[src/rtl/seq_magnitude_comparator_pkg.sv]
// Shared definitions for the sequential magnitude comparator.
// Contents:
//   state_t - FSM encoding, IDLE -> COMPARE -> DONE -> IDLE
package seq_magnitude_comparator_pkg;

  typedef enum logic [1:0] {
    S_IDLE    = 2'd0,
    S_COMPARE = 2'd1,
    S_DONE    = 2'd2
  } state_t;

endpackage

[src/rtl/seq_magnitude_comparator_chunk_comparator.sv]
// Combinational unsigned comparison of one CHUNK-bit slice.
// Ports:
//   a, b  in  CHUNK  slice of the latched operands
//   lt    out 1      a < b
//   eq    out 1      a == b
//   gt    out 1      a > b
module chunk_comparator
  import seq_magnitude_comparator_pkg::*;
#(
  parameter int CHUNK = 8
) (
  input  logic [CHUNK-1:0] a,
  input  logic [CHUNK-1:0] b,
  output logic             lt,
  output logic             eq,
  output logic             gt
);

  assign lt = (a < b);
  assign eq = (a == b);
  assign gt = (a > b);

endmodule

[src/rtl/seq_magnitude_comparator.sv]
// Multi-cycle magnitude comparator for wide operands. Walks the latched
// operands MSB-first, CHUNK bits per cycle, and stops at the first chunk
// that differs. Signed compares are done unsigned after flipping the sign
// bit of both operands (offset-binary), which preserves ordering.
// Ports:
//   clk          in   1      rising-edge clock
//   reset        in   1      synchronous, active-high
//   start        in   1      compare request, honoured only when idle
//   signed_mode  in   1      1 = two's complement, 0 = unsigned
//   a, b         in   WIDTH  operands, captured with start
//   busy         out  1      compare in flight (COMPARE or DONE)
//   done         out  1      one-cycle pulse, result valid
//   lt, eq, gt   out  1      result, held until the next accepted start
module seq_magnitude_comparator
  import seq_magnitude_comparator_pkg::*;
#(
  parameter int WIDTH = 32,
  parameter int CHUNK = 8
) (
  input  logic             clk,
  input  logic             reset,
  input  logic             start,
  input  logic             signed_mode,
  input  logic [WIDTH-1:0] a,
  input  logic [WIDTH-1:0] b,
  output logic             busy,
  output logic             done,
  output logic             lt,
  output logic             eq,
  output logic             gt
);

  localparam int NCHUNK = WIDTH / CHUNK;
  localparam int IDX_W  = (NCHUNK > 1) ? $clog2(NCHUNK) : 1;
  localparam logic [IDX_W-1:0] IDX_LAST = IDX_W'(NCHUNK - 1);
  localparam logic [WIDTH-1:0] MSB_MASK = WIDTH'(1) << (WIDTH - 1);

  state_t           state_q, state_d;
  logic [WIDTH-1:0] a_q, a_d;
  logic [WIDTH-1:0] b_q, b_d;
  logic [IDX_W-1:0] idx_q, idx_d;
  logic             lt_q, lt_d;
  logic             eq_q, eq_d;
  logic             gt_q, gt_d;

  logic             c_lt, c_eq, c_gt;

  chunk_comparator #(
    .CHUNK (CHUNK)
  ) u_chunk (
    .a  (a_q[int'(idx_q) * CHUNK +: CHUNK]),
    .b  (b_q[int'(idx_q) * CHUNK +: CHUNK]),
    .lt (c_lt),
    .eq (c_eq),
    .gt (c_gt)
  );

  always_ff @(posedge clk) begin
    if (reset) begin
      state_q <= S_IDLE;
      a_q     <= '0;
      b_q     <= '0;
      idx_q   <= '0;
      lt_q    <= 1'b0;
      eq_q    <= 1'b0;
      gt_q    <= 1'b0;
    end else begin
      state_q <= state_d;
      a_q     <= a_d;
      b_q     <= b_d;
      idx_q   <= idx_d;
      lt_q    <= lt_d;
      eq_q    <= eq_d;
      gt_q    <= gt_d;
    end
  end

  always_comb begin
    state_d = state_q;
    a_d     = a_q;
    b_d     = b_q;
    idx_d   = idx_q;
    lt_d    = lt_q;
    eq_d    = eq_q;
    gt_d    = gt_q;
    case (state_q)
      S_IDLE: begin
        if (start) begin
          a_d     = signed_mode ? (a ^ MSB_MASK) : a;
          b_d     = signed_mode ? (b ^ MSB_MASK) : b;
          idx_d   = IDX_LAST;
          lt_d    = 1'b0;
          eq_d    = 1'b0;
          gt_d    = 1'b0;
          state_d = S_COMPARE;
        end
      end
      S_COMPARE: begin
        if (!c_eq) begin
          lt_d    = c_lt;
          gt_d    = c_gt;
          state_d = S_DONE;
        end else if (idx_q == '0) begin
          eq_d    = 1'b1;
          state_d = S_DONE;
        end else begin
          idx_d = idx_q - IDX_W'(1);
        end
      end
      S_DONE: begin
        state_d = S_IDLE;
      end
      default: begin
        state_d = S_IDLE;
      end
    endcase
  end

  assign busy = (state_q != S_IDLE);
  assign done = (state_q == S_DONE);
  assign lt   = lt_q;
  assign eq   = eq_q;
  assign gt   = gt_q;

endmodule

[config.mk]
export PLATFORM = sky130hd
export DESIGN_NAME = seq_magnitude_comparator
export DESIGN_NICKNAME = d
export VERILOG_FILES = /design/src/rtl/seq_magnitude_comparator_pkg.sv /design/src/rtl/seq_magnitude_comparator_chunk_comparator.sv /design/src/rtl/seq_magnitude_comparator.sv
export SDC_FILE = /design/constraint.sdc
export NUM_CORES = 1
export LEC_CHECK = 0
export BUFFER_PORTS_ARGS = -buffer_cell sky130_fd_sc_hd__buf_4
export CAP_MARGIN = 20
export CORE_ASPECT_RATIO = 1.4
export CORE_MARGIN = 8
export CORE_UTILIZATION = 48
export CTS_BUF_LIST = sky130_fd_sc_hd__clkbuf_16
export DETAILED_ROUTE_END_ITERATION = 12
export PLACE_DENSITY = 0.84
export SETUP_SLACK_MARGIN = 0.05
export SYNTH_ARGS = -nofsm -noshare
export SYNTH_HDL_FRONTEND = slang
export SYNTH_HIERARCHICAL = 1
export SYNTH_SLANG_ARGS = --single-unit
[constraint.sdc]
create_clock -name clk -period 2.4 [get_ports clk]
set_clock_uncertainty 0.05 [all_clocks]
set_input_delay 0.48 -clock clk [delete_from_list [all_inputs] [get_ports clk]]
set_output_delay 0.48 -clock clk [all_outputs]
set_load 0.02 [all_outputs]
-- Word level (Yosys, flattened, before mapping)
Cells that the tools add are included.
- register bits: 71
- output and inout bits: 5
- logic and storage cells: 50
- bits of input ports: 68
- shift operators: 2
- muxes and demuxes: 18
- magnitude comparators: 2
- bitwise gates (word level): 2
- add/subtract/negate cells: 1
- reductions and logical operators: 9
- equality and inequality tests: 9
- operators by type and width (operator ; count):
    32-bit 2-to-1 mux ; 2
    32-bit by 6-bit variable part select with 8-bit output ; 2
    2-bit 2-to-1 mux ; 6
    2-bit inequality test, second input constant ; 5
    8-bit == test ; 1
    8-bit greater-than comparator ; 1
    8-bit < comparator ; 1
    2-bit case mux with 2 select lines ; 2
    4-bit AND reduction ; 2
    1-bit case mux with 2 select lines ; 3
    1-bit 2-to-1 mux ; 5
    2-bit logical NOT ; 2
    2-bit AND reduction ; 2
    2-bit nonzero test ; 2
    3-bit inequality test, second input constant ; 1
    3-bit AND reduction ; 1
    2-bit by 1-bit == test with 1-bit output, second input constant ; 1
    2-bit == test, second input constant ; 1
    1-bit inverter ; 2
    2-bit by 1-bit subtractor with 2-bit output, second input constant ; 1

-- Longest topological paths before layout
Gate-level depths: netlist (run 1).
- depth after elaboration: 4
- gate-level depth with buffers: 11
- depth with buffers taken out: 9

-- Hierarchy
The synthesis (run 1) kept the hierarchy.
- by module, submodules not included (module ; instances ; area an instance (µm²) ; seq. area each (µm²) ; cells an instance):
    seq_magnitude_comparator ; 1 ; 2954.1 ; 1421.4 ; 334
    chunk_comparator ; 1 ; 225.2 ; 0.0 ; 29

-- Worst setup path before layout (run 1)
No wires, ideal clock.
- path type: reg-to-reg
- start point: register idx_q[0]
- end point: register idx_q[1]
- setup slack: -0.113 ns
- period minus slack after synthesis: 2.513 ns
- required time: 2.264 ns
- stages on the path, launching flop included: 10
- path buffers: 2
- library setup time: 0.086 ns
- data arrival time: 2.376 ns
- cell sequence: dfxtp_1 -> buf_4 -> buf_4 -> mux4_2 -> ha_1 -> nand4_2 -> nor2_1 -> and4bb_2 -> nor2_1 -> a221oi_2
- cells in the longest elaborated chain, start to end: 4
- elaborated cells on any way between the ends: 11
- classes of those cells: add/sub: 1; eq/ne: 3; shift: 2; mux: 3; reduce/logical: 2
- RTL lines (item ; RTL line ; RTL):
    start: declaration ; seq_magnitude_comparator.sv:41 ; logic [IDX_W-1:0] idx_q, idx_d;
    start signal: assignment ; seq_magnitude_comparator.sv:71 ; idx_q <= idx_d;
    32-bit by 6-bit variable part select with 8-bit output (on tied branches) ; seq_magnitude_comparator.sv:51, seq_magnitude_comparator.sv:52 ;
    8-bit == test * ; seq_magnitude_comparator_chunk_comparator.sv:20 ; assign eq = (a == b);
    named net c_eq ; seq_magnitude_comparator.sv:46 ; logic c_lt, c_eq, c_gt;
    2-bit inequality test (no source line) * ; -- ;
    4-bit AND reduction (no source line) * ; -- ;
Mark *: on every way through the listed nets, which the timed path passes. The rest lies on a longest branch. The select of a mux whose other input is x is not followed.
A chain may end at the register's enable or synchronous reset.

-- Worst setup path after layout (run 1)
- start point: register idx_q[0]
- end point: register gt_q, in the netlist gt
- cells in the longest elaborated chain, start to end: 4
- elaborated cells on any way between the ends: 8
- classes of those cells: order compare: 1; eq/ne: 2; shift: 2; mux: 2; reduce/logical: 1
- RTL lines (item ; RTL line ; RTL):
    32-bit by 6-bit variable part select with 8-bit output (on tied branches) ; seq_magnitude_comparator.sv:51, seq_magnitude_comparator.sv:52 ;
    8-bit == test * ; seq_magnitude_comparator_chunk_comparator.sv:20 ;
    named net c_eq ; seq_magnitude_comparator.sv:46 ;
    2-bit inequality test (no source line) * ; -- ;
    3-bit AND reduction (no source line) * ; -- ;
    end signal: assignment ; seq_magnitude_comparator.sv:74 ; gt_q <= gt_d;
    end: declaration ; seq_magnitude_comparator.sv:44 ; logic gt_q, gt_d;
Marks and branches as above.

==> results.json, run 1 <==
{
  "status": "completed",
  "setup_ws_ns": 0.00843,
  "worstPathArrival_ns": 2.53,
  "seqPwrFrac_pct": 42.0,
  "antenna_cells": 0,
  "ys_ff_latch": 71,
  "ctsHoldBuffers": 0,
  "cp-end-kind": "flip-flop",
  "hold_end": "b_q[27]",
  "clock_sinks": 71,
  "cts_tree": "yes",
  "crit_path_max_incr_delay_ns": 0.51,
  "timing.rr.start": "idx_q[0]",
  "overflow": 0,
  "r2r_slack_ns": 0.008,
  "die-area_um2": 9520,
  "drt_wl_total_mm": 8.18,
  "synth_edf_count": 0,
  "fin_area_um2": 4160,
  "r2r_end": "gt",
  "syn_to_final_growth_pct": 30.8,
  "routed_via_density": 5.44,
  "fmax_mhz": 418,
  "grtUsageMet2_pct": 32.4,
  "slew_headroom_pct": 68.2,
  "period_share_pct": 99.6,
  "ir_drop_mv": 0.434,
  "mostFrequentLayoutCell": "nand2_1",
  "avgSynthCellArea_um2": 8.76,
  "grt_usage_pct": 17.6,
  "dr.first_iter.drc_count": 213,
  "yosysUniqueCellTypes": 33,
  "cap_violations": 0,
  "cts.clk_slew.worst_paths_ns": 0.05,
  "p_sw_mw": 0.858,
  "synth_area_um2": 3180,
  "gp_congestion": 0.869,
  "hold_viol_final": 0,
  "numCtsBuffers": 9,
  "use_met3_pct": 3.14,
  "root_buffer": "clkbuf_16",
  "busiest_layer": "met2",
  "layout_common_cells": "nand2_1, buf_4, a21oi_1, dfxtp_1, mux4_2",
  "crit_type": "reg2reg",
  "grt_max_degree": 47,
  "hpwl_mm": 5.97,
  "routedWlPerCell_um": 15.9,
  "synth_ff_type": "dfxtp_1",
  "setup_viol": 0,
  "power_leakage_nw": 1.70,
  "dr_total_vias": 2800,
  "internal_power_mw": 2.30,
  "grt_pass1_vias": 2932,
  "synth-seq-area-share_pct": 44.7,
  "rows": 35,
  "syn_inst": 363,
  "powerDensity_nw_per_um2": 760,
  "min-delay-start": "b[27]",
  "final_nets": 513,
  "comb_power_share_pct": 22.1,
  "ys_top_cells_by_area": "dfxtp_1, nand2_1, mux4_2, a21oi_1, ha_1",
  "placed_cells": 495,
  "antenna_found_initial": 0,
  "core_um2": 6480,
  "place_ws_ns": -0.0848,
  "required_ns": 2.54,
  "pin_count": 73,
  "dr.pass1.iters": 4,
  "grt_use_met1_pct": 18.3,
  "yosys.area.top_type_share_pct": 44.7,
  "drive_above_1_share_pct": 32.0,
  "yosysWarnings": 6,
  "crit_chain": "buf_6 > mux4_2 > ha_1 > nand4_1 > nor2_4 > or3b_2 > nand3_1 > a21oi_1",
  "die_h_um": 112,
  "finalMaxSlewViolations": 0,
  "finalNonFillerCells": 515,
  "start_kind": "flip-flop",
  "period_minus_slack_ns": 2.39,
  "reg2regPathDepth": 8,
  "synth_nets": 440,
  "worst-path-max-fanout": 6,
  "grt_pass1_wl_mm": 13.5,
  "synth_top_area_cell": "dfxtp_1",
  "htree_levels": 3,
  "drcViolationCount": 0,
  "ant_nets": 0,
  "p_clk_share_pct": 35.9,
  "rsz0062_at_grt": "true",
  "slowest_stage": "mux4_2",
  "clock_latency_ns": 0.33,
  "switching_share_pct": 27.1,
  "place_area_um2": 3770,
  "cts_buffer_depth": 2,
  "async_flop_share_pct": 0,
  "die_x_um": 84.8,
  "io_buffers": 72,
  "hold_class": "in2reg",
  "holdPathStages": 3,
  "start_util_pct": 49.1,
  "worst_pin_slew_ns": 0.477
}
metal layers:
layer | part of all wire, % | up-vias
li1 | - | 1366
met5 | 0 | -
met4 | 2.5 | 0
met1 | 37 | 1321
met3 | 5.3 | 16
met2 | 55 | 97
worst max-delay path by stage:
stage             start        to  cells after the start
2_1_floorplan  idx_q[0]        gt                      9
6_report       idx_q[0]        gt                      8
5_1_grt        idx_q[0]  idx_q[1]                      8
4_1_cts        idx_q[0]  idx_q[1]                      8
3_5_place_dp   idx_q[0]  idx_q[1]                      8
3_3_place_gp   idx_q[0]        lt                      9
registers in the layout, indices dropped and copies added, names as in the netlist:
| name | cells |
|---|---|
| gt | 1 |
| state_q | 2 |
| eq | 1 |
| a_q | 32 |
| b_q | 32 |
| lt | 1 |
| idx_q | 2 |
power groups by stage:
stage	Sequential (mW)	Combinational [mW]	Clock (mW)
floorplan	1.33	0.440	0
global placement	1.35	0.583	0
detailed placement	1.35	0.612	0
CTS	1.33	0.656	1.13
global route	1.34	0.761	1.19
finish	1.33	0.697	1.13
critical path, delay by kind of cell, from the launching register on:
kind,cells,cell delay (ns)
flip-flops,1,0.37
buffers and inverters,1,0.14
AND/OR/NAND/NOR,4,0.80
multiplexers,1,0.51
adder cells (fa/ha/maj),1,0.29
AO/OA/AOI/OAI,1,0.08
cell type report:
cell class                      instances  area, µm²
Clock buffer                            9        225
Clock inverter                          7       31.3
Fill cell                             523       2320
Inverter                               12       45.0
Multi-Input combinational cell        254       1660
Sequential cell                        71       1430
Tap cell                               74       92.6
Timing Repair Buffer                   88        681
kinds of logic (layout without fill, tap and decap cells):
family | Yosys count | count (layout) | share of synthesized area [%]
DFF | 71 | 71 | 44.7
and+or+nand+nor | 148 | 148 | 19.5
AOI/OAI and AO/OA | 79 | 79 | 13.5
muxes | 16 | 16 | 11.3
adders and majority gates | 9 | 9 | 3.54
xor gates and xnor gates | 2 | 2 | 0.551
buffers and inverters | 38 | 116 | 6.85
cell usage after synthesis, drive strengths merged (2+ instances only):
cell type,count
a211oi,2
ha,9
nor2,7
nor3b,2
buf,16
nand3,2
xnor2,2
or3b,2
mux4,16
nand2,127
inv,12
nand4,2
a21oi,71
clkbuf,10
dfxtp,71
metrics by stage:
stage / power (mW) / utilization [%] / hold slack [ns] / setup TNS, ns
after floorplan: 1.77 / - / 0.383 / 0
after global placement: 1.93 / 58.1 / 0.393 / 0
after detailed placement: 1.96 / 58.1 / 0.396 / -0.222
after CTS: 3.12 / 63.6 / 0.346 / 0
after global routing: 3.29 / 64.2 / 0.355 / -0.0776
final: 3.16 / 64.2 / 0.348 / 0
what timing repair did:
item                                    4_1_cts  5_1_grt
pin swaps                                     4        6
endpoints found under the hold margin         0        0
endpoints found under the setup margin        5        5
setup buffers                                 3        1
resized for setup                            10        6
No activity file was read; power rests on OpenSTA's default activity.
==> run 2, diff against run 1 <==
- REMOVE_ABC_BUFFERS: default -> 1
==> run 2 against run 1 <==
Compared with the run above:
- sequential power about the same
- sequential share of layout area down 0.14 points
- routed wire length down 1.0%
- register-to-register slack better by 0.09 ns
- first-iteration DRC count down 3.8%
- sequential cell count unchanged
- critical path type unchanged
- worst setup slack better by 0.086 ns
- worst hold slack better by 0.0021 ns
- combinational power about the same
- non-clock buffer count down 2
- largest cell class unchanged
- critical path depth unchanged
- die area unchanged
==> results.json, run 2 (synthesis gave the netlist of run 1 again) <==
{
  "status": "completed",
  "min-delay-start": "b[6]",
  "place_ws_ns": -0.0129,
  "period_share_pct": 96.1,
  "worst_pin_slew_ns": 0.624,
  "clock_sinks": 71,
  "power_leakage_nw": 1.70,
  "ant_nets": 0,
  "routedWlPerCell_um": 15.8,
  "antenna_cells": 0,
  "rows": 35,
  "fin_area_um2": 4180,
  "die-area_um2": 9520,
  "total_power_mw": 3.30,
  "start_kind": "flip-flop",
  "setup_viol": 0,
  "reg.largest.list": "a_q (32), b_q (32)",
  "mostFrequentLayoutCell": "nand2_1",
  "grt_usage_pct": 16.8,
  "period_minus_slack_ns": 2.31,
  "worst-path-max-fanout": 7,
  "antenna_found_initial": 0,
  "drt_wl_total_mm": 8.09,
  "crit_type": "reg2reg",
  "cts_buffer_depth": 2,
  "timing.rr.start": "idx_q[0]",
  "setup_ws_ns": 0.0946,
  "final_nets": 511,
  "numCtsBuffers": 9,
  "dr.first_iter.drc_count": 205,
  "finalMaxSlewViolations": 0,
  "required_ns": 2.59,
  "hold_viol_final": 0,
  "syn_to_final_growth_pct": 31.4,
  "hold_class": "in2reg",
  "dr_wl_met3_um": 377,
  "r2r_slack_ns": 0.09,
  "routed_via_density": 5.41,
  "reg2regPathDepth": 8,
  "dr_total_vias": 2775,
  "wl_met2_mm": 4.44,
  "root_buffer": "clkbuf_16",
  "r2r_end": "idx_q[1]",
  "hold_end": "b_q[6]",
  "slowest_stage": "mux4_2",
  "crit_chain": "buf_8 > mux4_2 > ha_4 > nand4_1 > nor2_4 > and4bb_2 > nor2_2 > a221oi_2",
  "grt_pass1_wl_mm": 12.8,
  "pin_count": 73,
  "ctsHoldBuffers": 0,
  "crit_path_max_incr_delay_ns": 0.54,
  "dr.pass1.iters": 5,
  "grt_pass1_vias": 2887,
  "holdPathStages": 3,
  "gp_congestion": 0.775,
  "grt_max_degree": 65,
  "cap_violations": 0,
  "fmax_mhz": 434,
  "layout_common_cells": "nand2_1, buf_4, a21oi_1, dfxtp_1, mux4_2",
  "cts.clk_slew.worst_paths_ns": 0.05,
  "rsz0062_at_grt": "true",
  "die_h_um": 112,
  "met1_length_mm": 3.09,
  "highest_layer": "met4",
  "ir_drop_mv": 0.403,
  "powerDensity_nw_per_um2": 791,
  "cts_tree": "yes",
  "hpwl_mm": 5.51,
  "drcViolationCount": 0,
  "io_buffers": 72,
  "clock_latency_ns": 0.33,
  "drive_above_1_share_pct": 31.9,
  "cp-end-kind": "flip-flop",
  "worstPathArrival_ns": 2.49,
  "crit_buf_inv": 1,
  "die_x_um": 84.8,
  "htree_levels": 3,
  "overflow": 0,
  "slew_headroom_pct": 58.4,
  "start_util_pct": 49.1,
  "path_delay_family": "simple AND/OR/NAND/NOR gates",
  "place_area_um2": 3750,
  "core_um2": 6480
}
run 2: cell count changes in the layout (fill, tap and decap cells not counted), sizes merged:
cell and change:
clkinv -2, clkinvlp +2, bufinv +1, buf -2, inv -1
run 2: worst max-delay path by stage:
stage	from	endpoint	cells after the start	slack, ns
4_1_cts	idx_q[0]	gt	8	0.05
3_3_place_gp	idx_q[0]	lt	8	0.04
3_5_place_dp	idx_q[0]	gt	8	-0.01
2_1_floorplan	start	idx_q[1]	3	-0.66
5_1_grt	idx_q[0]	idx_q[1]	8	0.02
6_report	idx_q[0]	idx_q[1]	8	0.09
run 2: timing repair:
action,CTS,global route
gates resized for setup,9,12
pin swaps,1,6
setup buffers,0,2
endpoints found under the setup margin,4,4
run 2: worst min-delay path: stages:
cell	delay, ns
buf_4	0.11
nand2_1	0.04
a21oi_1	0.05
run 2: layout make-up:
type                       instances  area (µm²)
sequential                        71        1430
inverter                          12        45.0
clock buffer                       9         225
multi-input combinational        254        1650
fill                             501        2300
clock inverter                     7        63.8
timing repair buffer              86         673
tap                               74        92.6
run 2: layer usage:
metal  vias up  track usage (%)
met5         -                0
met4         0             8.11
met3        15             4.68
met2        84             29.7
met1      1312             17.7
li1       1364                -
run 2: where the power goes:
group / internal, mW / leakage (nW) / total, mW / switching, mW
combinational: 0.356 / 0.979 / 0.694 / 0.339
clock: 0.794 / 0.139 / 1.28 / 0.490
sequential: 1.27 / 0.584 / 1.33 / 0.0596
run 2: per-stage QoR:
stage          hold slack, ns  utilization (%)  instances  TNS (ns)
2_1_floorplan           0.377                -        337    -26.04
3_3_place_gp            0.390             57.8        495         0
3_5_place_dp            0.398             57.8        495   -0.0168
4_1_cts                 0.346             63.1        511         0
5_1_grt                 0.350             64.5        513         0
6_report                0.350             64.5        513         0
